===== src/rtl/jtag_shift_master.sv =====
// JTAG shift master: turns SHIFT / TRST commands into TCK/TMS/TDI/TRSTn pin
// sequences and returns the captured TDO bits over a valid/ready response port.
`timescale 1ns/1ps
module jtag_shift_master #(
  parameter int CLK_DIV = 4
) (
  input  logic        clk,
  input  logic        rst,
  input  logic        cmd_valid,
  output logic        cmd_ready,
  input  logic [1:0]  cmd_op,
  input  logic [4:0]  cmd_len,
  input  logic [31:0] cmd_tms,
  input  logic [31:0] cmd_tdi,
  output logic        rsp_valid,
  input  logic        rsp_ready,
  output logic [31:0] rsp_tdo,
  output logic        rsp_err,
  output logic        tck_o,
  output logic        tms_o,
  output logic        tdi_o,
  output logic        trstn_o,
  input  logic        tdo_i,
  output logic        busy_o
);

  localparam logic [2:0] S_IDLE      = 3'd0;
  localparam logic [2:0] S_SHIFT_LO  = 3'd1;
  localparam logic [2:0] S_SHIFT_HI  = 3'd2;
  localparam logic [2:0] S_TRST_HOLD = 3'd3;
  localparam logic [2:0] S_RESP      = 3'd4;

  localparam logic [1:0] OP_SHIFT = 2'b00;
  localparam logic [1:0] OP_TRST  = 2'b01;

  localparam logic [7:0] HALF_LAST = 8'(CLK_DIV - 1);

  logic [2:0]  r_state;
  logic [4:0]  r_len;
  logic [31:0] r_tms;
  logic [31:0] r_tdi;
  logic [4:0]  r_bit;
  logic [7:0]  r_half;
  logic        r_trstPhase;
  logic [31:0] r_tdo;
  logic        r_err;
  logic        r_tck;
  logic        r_tmsPin;
  logic        r_tdiPin;
  logic        r_trstn;

  logic        w_idle;
  logic        w_accept;
  logic        w_halfDone;
  logic        w_lastBit;
  logic [4:0]  w_nextBit;

  assign w_idle     = (r_state == S_IDLE);
  assign w_accept   = cmd_valid && cmd_ready;
  assign w_halfDone = (r_half == HALF_LAST);
  assign w_lastBit  = (r_bit == r_len);
  assign w_nextBit  = r_bit + 5'd1;

  // Handshake and status outputs are forced inactive while reset is held.
  assign cmd_ready = w_idle && !rst;
  assign busy_o    = !w_idle && !rst;
  assign rsp_valid = (r_state == S_RESP) && !rst;
  assign rsp_tdo   = r_tdo;
  assign rsp_err   = r_err;
  assign tck_o     = r_tck;
  assign tms_o     = r_tmsPin;
  assign tdi_o     = r_tdiPin;
  assign trstn_o   = r_trstn;

  // TRST reuses the per-bit timing: two half-periods per bit, r_trstPhase picks the half.
  always_ff @(posedge clk) begin
    if (rst) begin
      r_state     <= S_IDLE;
      r_half      <= 8'd0;
      r_bit       <= 5'd0;
      r_trstPhase <= 1'b0;
    end else begin
      case (r_state)
        S_IDLE: begin
          if (w_accept) begin
            r_half      <= 8'd0;
            r_bit       <= 5'd0;
            r_trstPhase <= 1'b0;
            case (cmd_op)
              OP_SHIFT: r_state <= S_SHIFT_LO;
              OP_TRST:  r_state <= S_TRST_HOLD;
              default:  r_state <= S_RESP;
            endcase
          end
        end
        S_SHIFT_LO: begin
          if (w_halfDone) begin
            r_half  <= 8'd0;
            r_state <= S_SHIFT_HI;
          end else begin
            r_half <= r_half + 8'd1;
          end
        end
        S_SHIFT_HI: begin
          if (w_halfDone) begin
            r_half <= 8'd0;
            if (w_lastBit) begin
              r_state <= S_RESP;
            end else begin
              r_bit   <= w_nextBit;
              r_state <= S_SHIFT_LO;
            end
          end else begin
            r_half <= r_half + 8'd1;
          end
        end
        S_TRST_HOLD: begin
          if (w_halfDone) begin
            r_half      <= 8'd0;
            r_trstPhase <= !r_trstPhase;
            if (r_trstPhase) begin
              if (w_lastBit) begin
                r_state <= S_RESP;
              end else begin
                r_bit <= w_nextBit;
              end
            end
          end else begin
            r_half <= r_half + 8'd1;
          end
        end
        S_RESP: begin
          if (rsp_ready) begin
            r_state <= S_IDLE;
          end
        end
        default: r_state <= S_IDLE;
      endcase
    end
  end

  always_ff @(posedge clk) begin
    if (rst) begin
      r_len <= 5'd0;
      r_tms <= 32'd0;
      r_tdi <= 32'd0;
    end else if (w_accept) begin
      r_len <= cmd_len;
      r_tms <= cmd_tms;
      r_tdi <= cmd_tdi;
    end
  end

  // The next bit is launched on the same edge that drops TCK, so the target sees
  // TMS/TDI settle a full half-period before it samples on the rising edge.
  always_ff @(posedge clk) begin
    if (rst) begin
      r_tck    <= 1'b0;
      r_tmsPin <= 1'b1;
      r_tdiPin <= 1'b0;
      r_trstn  <= 1'b1;
    end else begin
      case (r_state)
        S_IDLE: begin
          if (w_accept && cmd_op == OP_SHIFT) begin
            r_tck    <= 1'b0;
            r_tmsPin <= cmd_tms[0];
            r_tdiPin <= cmd_tdi[0];
          end else if (w_accept && cmd_op == OP_TRST) begin
            r_tck    <= 1'b0;
            r_tmsPin <= 1'b1;
            r_trstn  <= 1'b0;
          end
        end
        S_SHIFT_LO: begin
          if (w_halfDone) begin
            r_tck <= 1'b1;
          end
        end
        S_SHIFT_HI: begin
          if (w_halfDone) begin
            r_tck <= 1'b0;
            if (!w_lastBit) begin
              r_tmsPin <= r_tms[w_nextBit];
              r_tdiPin <= r_tdi[w_nextBit];
            end
          end
        end
        S_TRST_HOLD: begin
          if (w_halfDone && r_trstPhase && w_lastBit) begin
            r_trstn <= 1'b1;
          end
        end
        default: begin
          r_tck <= 1'b0;
        end
      endcase
    end
  end

  // TDO is sampled at the end of the high phase, just before TCK falls.
  always_ff @(posedge clk) begin
    if (rst) begin
      r_tdo <= 32'd0;
      r_err <= 1'b0;
    end else if (w_accept) begin
      r_tdo <= 32'd0;
      r_err <= cmd_op[1];
    end else if (r_state == S_SHIFT_HI && w_halfDone) begin
      r_tdo[r_bit] <= tdo_i;
    end
  end

endmodule


===== config.mk =====
export PLATFORM = sky130hd
export DESIGN_NAME = jtag_shift_master
export DESIGN_NICKNAME = d
export VERILOG_FILES = /design/src/rtl/jtag_shift_master.sv
export SDC_FILE = /design/constraint.sdc
export NUM_CORES = 1
export LEC_CHECK = 0
export BUFFER_PORTS_ARGS = -buffer_cell sky130_fd_sc_hd__buf_4
export CAP_MARGIN = 5
export CORE_MARGIN = 2
export CORE_UTILIZATION = 55
export CTS_CLUSTER_SIZE = 28
export DETAILED_ROUTE_END_ITERATION = 10
export PLACE_DENSITY = 0.8
export RECOVER_POWER = 50
export SLEW_MARGIN = 20
export SYNTH_ARGS = -nofsm -noshare
export SYNTH_HDL_FRONTEND = slang
export SYNTH_SLANG_ARGS = --single-unit

===== constraint.sdc =====
create_clock -name clk -period 4.1 [get_ports clk]
set_input_delay 0.82 -clock clk [delete_from_list [all_inputs] [get_ports clk]]
set_output_delay 0.82 -clock clk [all_outputs]
set_load 0.02 [all_outputs]

# Word level (Yosys, flattened, before mapping)
# Index checks and enable logic that the tools add are counted.
totals:
  reg_bits: 123
  input_bits: 76
  out_inout_bits: 40
op_classes:
  add_sub_neg: 2
  magnitude_cmp: 3
  eq_ne: 20
  muxes: 46
  n_bitwise: 1
  reduce_logical: 29
ops:
  columns: ["op", "count"]
  rows:
  - ["bitwise mux 32 bit", 1]
  - ["two-way mux 5 bit", 5]
  - ["two-way mux 3 bit", 8]
  - ["two-way mux 1 bit", 18]
  - ["inequality test 2 bit, second input constant", 9]
  - ["two-way mux 8 bit", 2]
  - ["case mux 8 bit (2 select lines)", 1]
  - ["AND reduction 4 bit", 4]
  - ["case mux 3 bit (5 select lines)", 1]
  - ["case mux 5 bit (3 select lines)", 1]
  - ["< comparator 5 x 6 -> 1 bit, second input constant", 2]
  - ["binary-select mux 1 bit (select 5 bit)", 2]
  - ["logical AND 1 bit", 10]
  - ["adder 8 x 1 -> 8 bit, second input constant", 1]
  - ["== test 8 x 2 -> 1 bit, second input constant", 1]
  - ["case mux 1 bit (2 select lines)", 4]
  - ["AND reduction 7 bit", 1]
  - ["== test 3 x 2 -> 1 bit, second input constant", 2]
  - ["inequality test 2 x 1 -> 1 bit, second input constant", 3]
  - ["case mux 3 bit (2 select lines)", 1]
  - ["nonzero test 2 bit", 3]
  - ["adder 5 x 1 -> 5 bit, second input constant", 1]
  - ["demux 1 bit (select 5 bit)", 1]
  - ["== test 5 bit", 1]
  - ["16 further kinds", 18]

# Logic depth before layout (Yosys ltp)
depth:
  depth_word: 7
  mapped_depth: 12
  depth_no_buf: 8

# Worst setup path after synthesis
# OpenSTA, ideal clock, no wires.
synth_timing:
  path_kind: "reg2reg"
  startpoint: "register r_bit[0]"
  endpoint: "register r_tdiPin, in the netlist tdi_o"
  setup_time_ns: 0.124
  arrival_time_ns: 3.032
  setup_slack_ns: 0.945
  path_stages_with_launch: 13
  n_path_buf: 4
  cell_sequence: "dfxtp_1 buf_1 clkbuf_1 inv_1 ha_1 buf_2 buf_2 mux4_2 and2_0 a2111oi_0 a21oi_1 nand3_1 a21oi_1"
synth_between:
  elab_chain_len: 6
synth_rtl:
  columns: ["element", "line_no", "text"]
  rows:
  - ["from (decl)", "42", "logic [4:0] r_bit;"]
  - ["from (signal assigned)", "110", "r_bit <= w_nextBit;"]
  - ["from (signal assigned)", "125", "r_bit <= w_nextBit;"]
  - ["adder 5 x 1 -> 5 bit", "62", "assign w_nextBit = r_bit + 5'd1;"]
  - ["binary-select mux 1 bit (select 5 bit)", "185", "r_tdiPin <= r_tdi[w_nextBit];"]
  - ["two-way mux 1 bit (not written as such)", "185", null]
  - ["two-way mux 1 bit", "183", "if (!w_lastBit) begin"]
  - ["two-way mux 1 bit", "181", "if (w_halfDone) begin"]
  - ["case mux 1 bit (2 select lines)", "163", "case (r_state)"]
  - ["to (signal assigned)", "168", "r_tdiPin <= cmd_tdi[0];"]
  - ["to (signal assigned)", "185", null]
  - ["to (decl)", "49", "logic r_tdiPin;"]
# Several ways; a longest one is shown, not always the timed one. The select of a mux whose other input is x is not followed.
# A chain may end at the register's enable or synchronous reset.

# Worst setup path in the final report
layout_timing:
  startpoint: "input port rst"
  endpoint: "register r_tdo[10], in the netlist rsp_tdo[10]"
layout_between:
  elab_chain_len: 4
layout_rtl:
  columns: ["element", "line_no", "text"]
  rows:
  - ["from (decl)", "8", "input logic rst,"]
  - ["zero test 1 bit", "65", "assign cmd_ready = w_idle && !rst;"]
  - ["logical AND 1 bit", "65", null]
  - ["logical AND 1 bit", "59", "assign w_accept = cmd_valid && cmd_ready;"]
  - ["OR reduction 2 bit (no source line) *", null, null]
  - ["to (signal, indexed assignment)", "210", "r_tdo[r_bit] <= tdo_i;"]
  - ["to (decl)", "45", "logic [31:0] r_tdo;"]
# Mark *: on every way between the ends. The rest lies on a longest branch, timed or not.

==> results.py <==
metrics = {
    "run_status": {
        "run_status": "complete, no violations",
    },
    "synthesis": {
        "synthTopCellsByCount": "148 x nand2_1, 123 x dfxtp_1, 83 x nor2_1, 74 x nand3b_1, 37 x mux2i_1",
        "synth.area.top_cells": "dfxtp_1 43%, nand2_1 9.7%, nand3b_1 9.7%",
        "ys_warn_count": 0,
        "synth_nets": 737,
        "synth-seq-cells": 123,
        "synthArstFlopShare_pct": 0,
        "synth_top_area_share_pct": 43.0,
        "synthFlopType": "dfxtp_1",
        "synthCells": 656,
        "ys_seq_area_share_pct": 43.0,
        "ys_types": 57,
        "synth.largest_area_cell": "dfxtp_1",
        "yosys.cell_count.top_type": "nand2_1",
        "avgSynthCellArea_sq_um": 8.73,
        "synth-edff-count": 0,
        "syn_area_sq_um": 5720,
    },
    "routing": {
        "vias_per_cell": 5.55,
        "routed_wl_um": 13800,
        "via_count": 4974,
        "drc_errors": 0,
        "post_drt_wl_per_cell_um": 15.4,
        "first_pass_iters": 5,
        "drt_iter0_markers": 249,
        "ant_nets": 0,
    },
    "clocking": {
        "cts_max_level": 4,
        "cts_resized": 0,
        "cts.path.max_buffers": 2,
        "cts_setup_buffers": 0,
        "cts_root_buf": "clkbuf_8",
        "cts_inserted_buffers": 17,
        "cts_tree": "yes",
        "clock_latency_ns": 0.52,
        "clkSinkCount": 123,
        "cts_hold_buf": 0,
        "path_clk_slew_ns": 0.06,
    },
    "timing": {
        "fmaxAchievable_ghz": 0.314,
        "skew_ns": 0.00986,
        "fin_crit_sh_pct": 77.7,
        "rsz0062_at_grt": "no",
        "worstMarginPinSlew_ns": 1.33,
        "finalMaxSlewViolations": 0,
        "tns_ns": 0,
        "setup_viol": 0,
        "hold_viol": 0,
        "relSlewSlack_pct": 11.1,
        "min_period_ns": 3.19,
        "hold_ws_ns": 0.470,
        "setup_ws_ns": 0.914,
    },
    "pwr": {
        "report.power.total_mw": 3.29,
        "p_leak_nw": 2.90,
        "vdd_drop_max_uv": 250,
        "powerDensity_nw_per_um2": 467,
    },
    "place": {
        "place_ws_ns": 0.904,
        "place_congestion": 0.859,
        "port_buffers": 115,
        "place_hpwl_um": 8650,
        "dpl_cell_area_sq_um": 6580,
    },
    "setup_path": {
        "worstPathRequired_ns": 4.54,
        "end_kind": "flop",
        "cp_max_fo": 90,
        "cpPeakStageDelay_ns": 1.02,
        "crit_type": "input pin to flop",
        "worstPathCellList": "buf_4 > nand2b_1 > or2_0 > nand2b_2 > nor2_1",
        "arrival_ns": 3.62,
        "critPathLaunchType": "input pin",
        "crit_path_top_delay_cell": "or2_0",
    },
    "die": {
        "die_h_um": 106,
        "core_sq_um": 10200,
        "start_util_pct": 55.9,
        "io_pins": 116,
        "dieArea_sq_um": 11200,
        "std_cell_rows": 37,
        "die_w_um": 106,
    },
    "global_routing": {
        "antenna_found_initial": 0,
        "grt_use_total_pct": 24.9,
        "globalRouteOverflowTotal": 0,
        "grt_max_degree": 91,
        "grt_pass1_wl_um": 22500,
        "grt_pass1_vias": 4786,
    },
    "cells_and_area": {
        "diodes": 0,
        "final_area_sq_um": 7040,
        "drive_gt1_share_pct": 18.6,
        "fillers": 801,
        "area_delta_synth_final_pct": 23.0,
        "layout.nets": 828,
    },
    "min_path": {
        "hp-class": "flop to flop",
    },
    "job": {
        "drv_cap": 0,
    },
}
metal layers:
metal	routed length, um	vias to the layer above	global-route usage, %	share of wire [%]
met2	6770	198	40.9	49
li1	-	2416	-	-
met5	0	-	0	0
met4	380	0	11.1	2.8
met1	5810	2319	31.2	42
met3	817	41	6.13	5.9
cells in the final DEF, fill, tap and decap left out, types with 3 or more instances in the layout:
| cell type | netlist | routed |
|---|---|---|
| nand2_1 | 148 | 148 |
| dfxtp_1 | 123 | 123 |
| nor2_1 | 83 | 83 |
| buf_4 | 1 | 81 |
| nand3b_1 | 74 | 74 |
| clkbuf_1 | 31 | 38 |
| mux2i_1 | 37 | 37 |
| a21oi_1 | 19 | 20 |
| mux4_2 | 17 | 17 |
| clkbuf_16 | 0 | 16 |
| nand3_1 | 15 | 15 |
| xor2_1 | 11 | 11 |
| inv_1 | 8 | 8 |
| nor3_1 | 6 | 6 |
| or3_1 | 5 | 5 |
| o21ai_0 | 4 | 5 |
| ha_1 | 5 | 5 |
| nand2b_1 | 5 | 4 |
| nand4_1 | 4 | 4 |
| bufinv_16 | 0 | 4 |
| a211o_1 | 3 | 3 |
| inv_6 | 0 | 3 |
| clkinv_4 | 0 | 3 |
metrics by stage:
stage	utilization (%)	std cells
detailed placement	64.3	864
global route	68.8	896
CTS	70.4	896
finish	68.8	896
global placement	64.3	864
floorplan	-	656
flip-flops by register name, indices dropped and copies added, names as in the netlist, 3 cells and up:
register / flops
rsp_tdo: 32
r_half: 8
r_tdi: 32
r_tms: 32
r_bit: 5
r_len: 5
r_state: 3
kinds of logic after synthesis:
| logic type | after synthesis | share of synthesized area (%) |
|---|---|---|
| AND/OR/NAND/NOR | 358 | 30.8 |
| flip-flops | 123 | 43.0 |
| buffers and inverters | 55 | 4.33 |
| multiplexers | 55 | 13.4 |
| AO/OA/AOI/OAI | 47 | 5.38 |
| XOR/XNOR | 13 | 1.99 |
| adder cells (fa/ha/maj) | 5 | 1.09 |
area by class of cell:
type | instances | area [sq um] | area share [%]
multi-input cells | 478 | 3010 | 42.7
repair buffers | 119 | 752 | 10.7
flip-flops and latches | 123 | 2460 | 35.0
well taps | 136 | 170 | 2.42
inverters | 8 | 30.0 | 0.426
clock buffers | 19 | 432 | 6.13
clock inverters | 13 | 190 | 2.70
where the power goes:
part           internal (mW)  total, mW  switching, mW
registers               1.29       1.35         0.0609
clock network           1.01       1.56          0.551
logic                  0.171      0.379          0.208
path summary, 6_finish.rpt:
path,start,to,slack (ns),cells after the start
min,r_tms[16],r_tms[16],0.47,2
min reg2reg,r_tms[16],r_tms[16],0.47,2
max reg2reg,r_state[1],rsp_tdo[10],1.03,4
max,rst,rsp_tdo[10],0.91,5
worst max-delay path: cells and delay by family:
| family | cells | cell delay (ns) |
|---|---|---|
| AND/OR/NAND/NOR | 4 | 2.23 |
| buffers and inverters | 1 | 0.53 |
Power figures use the tool's default switching activity.
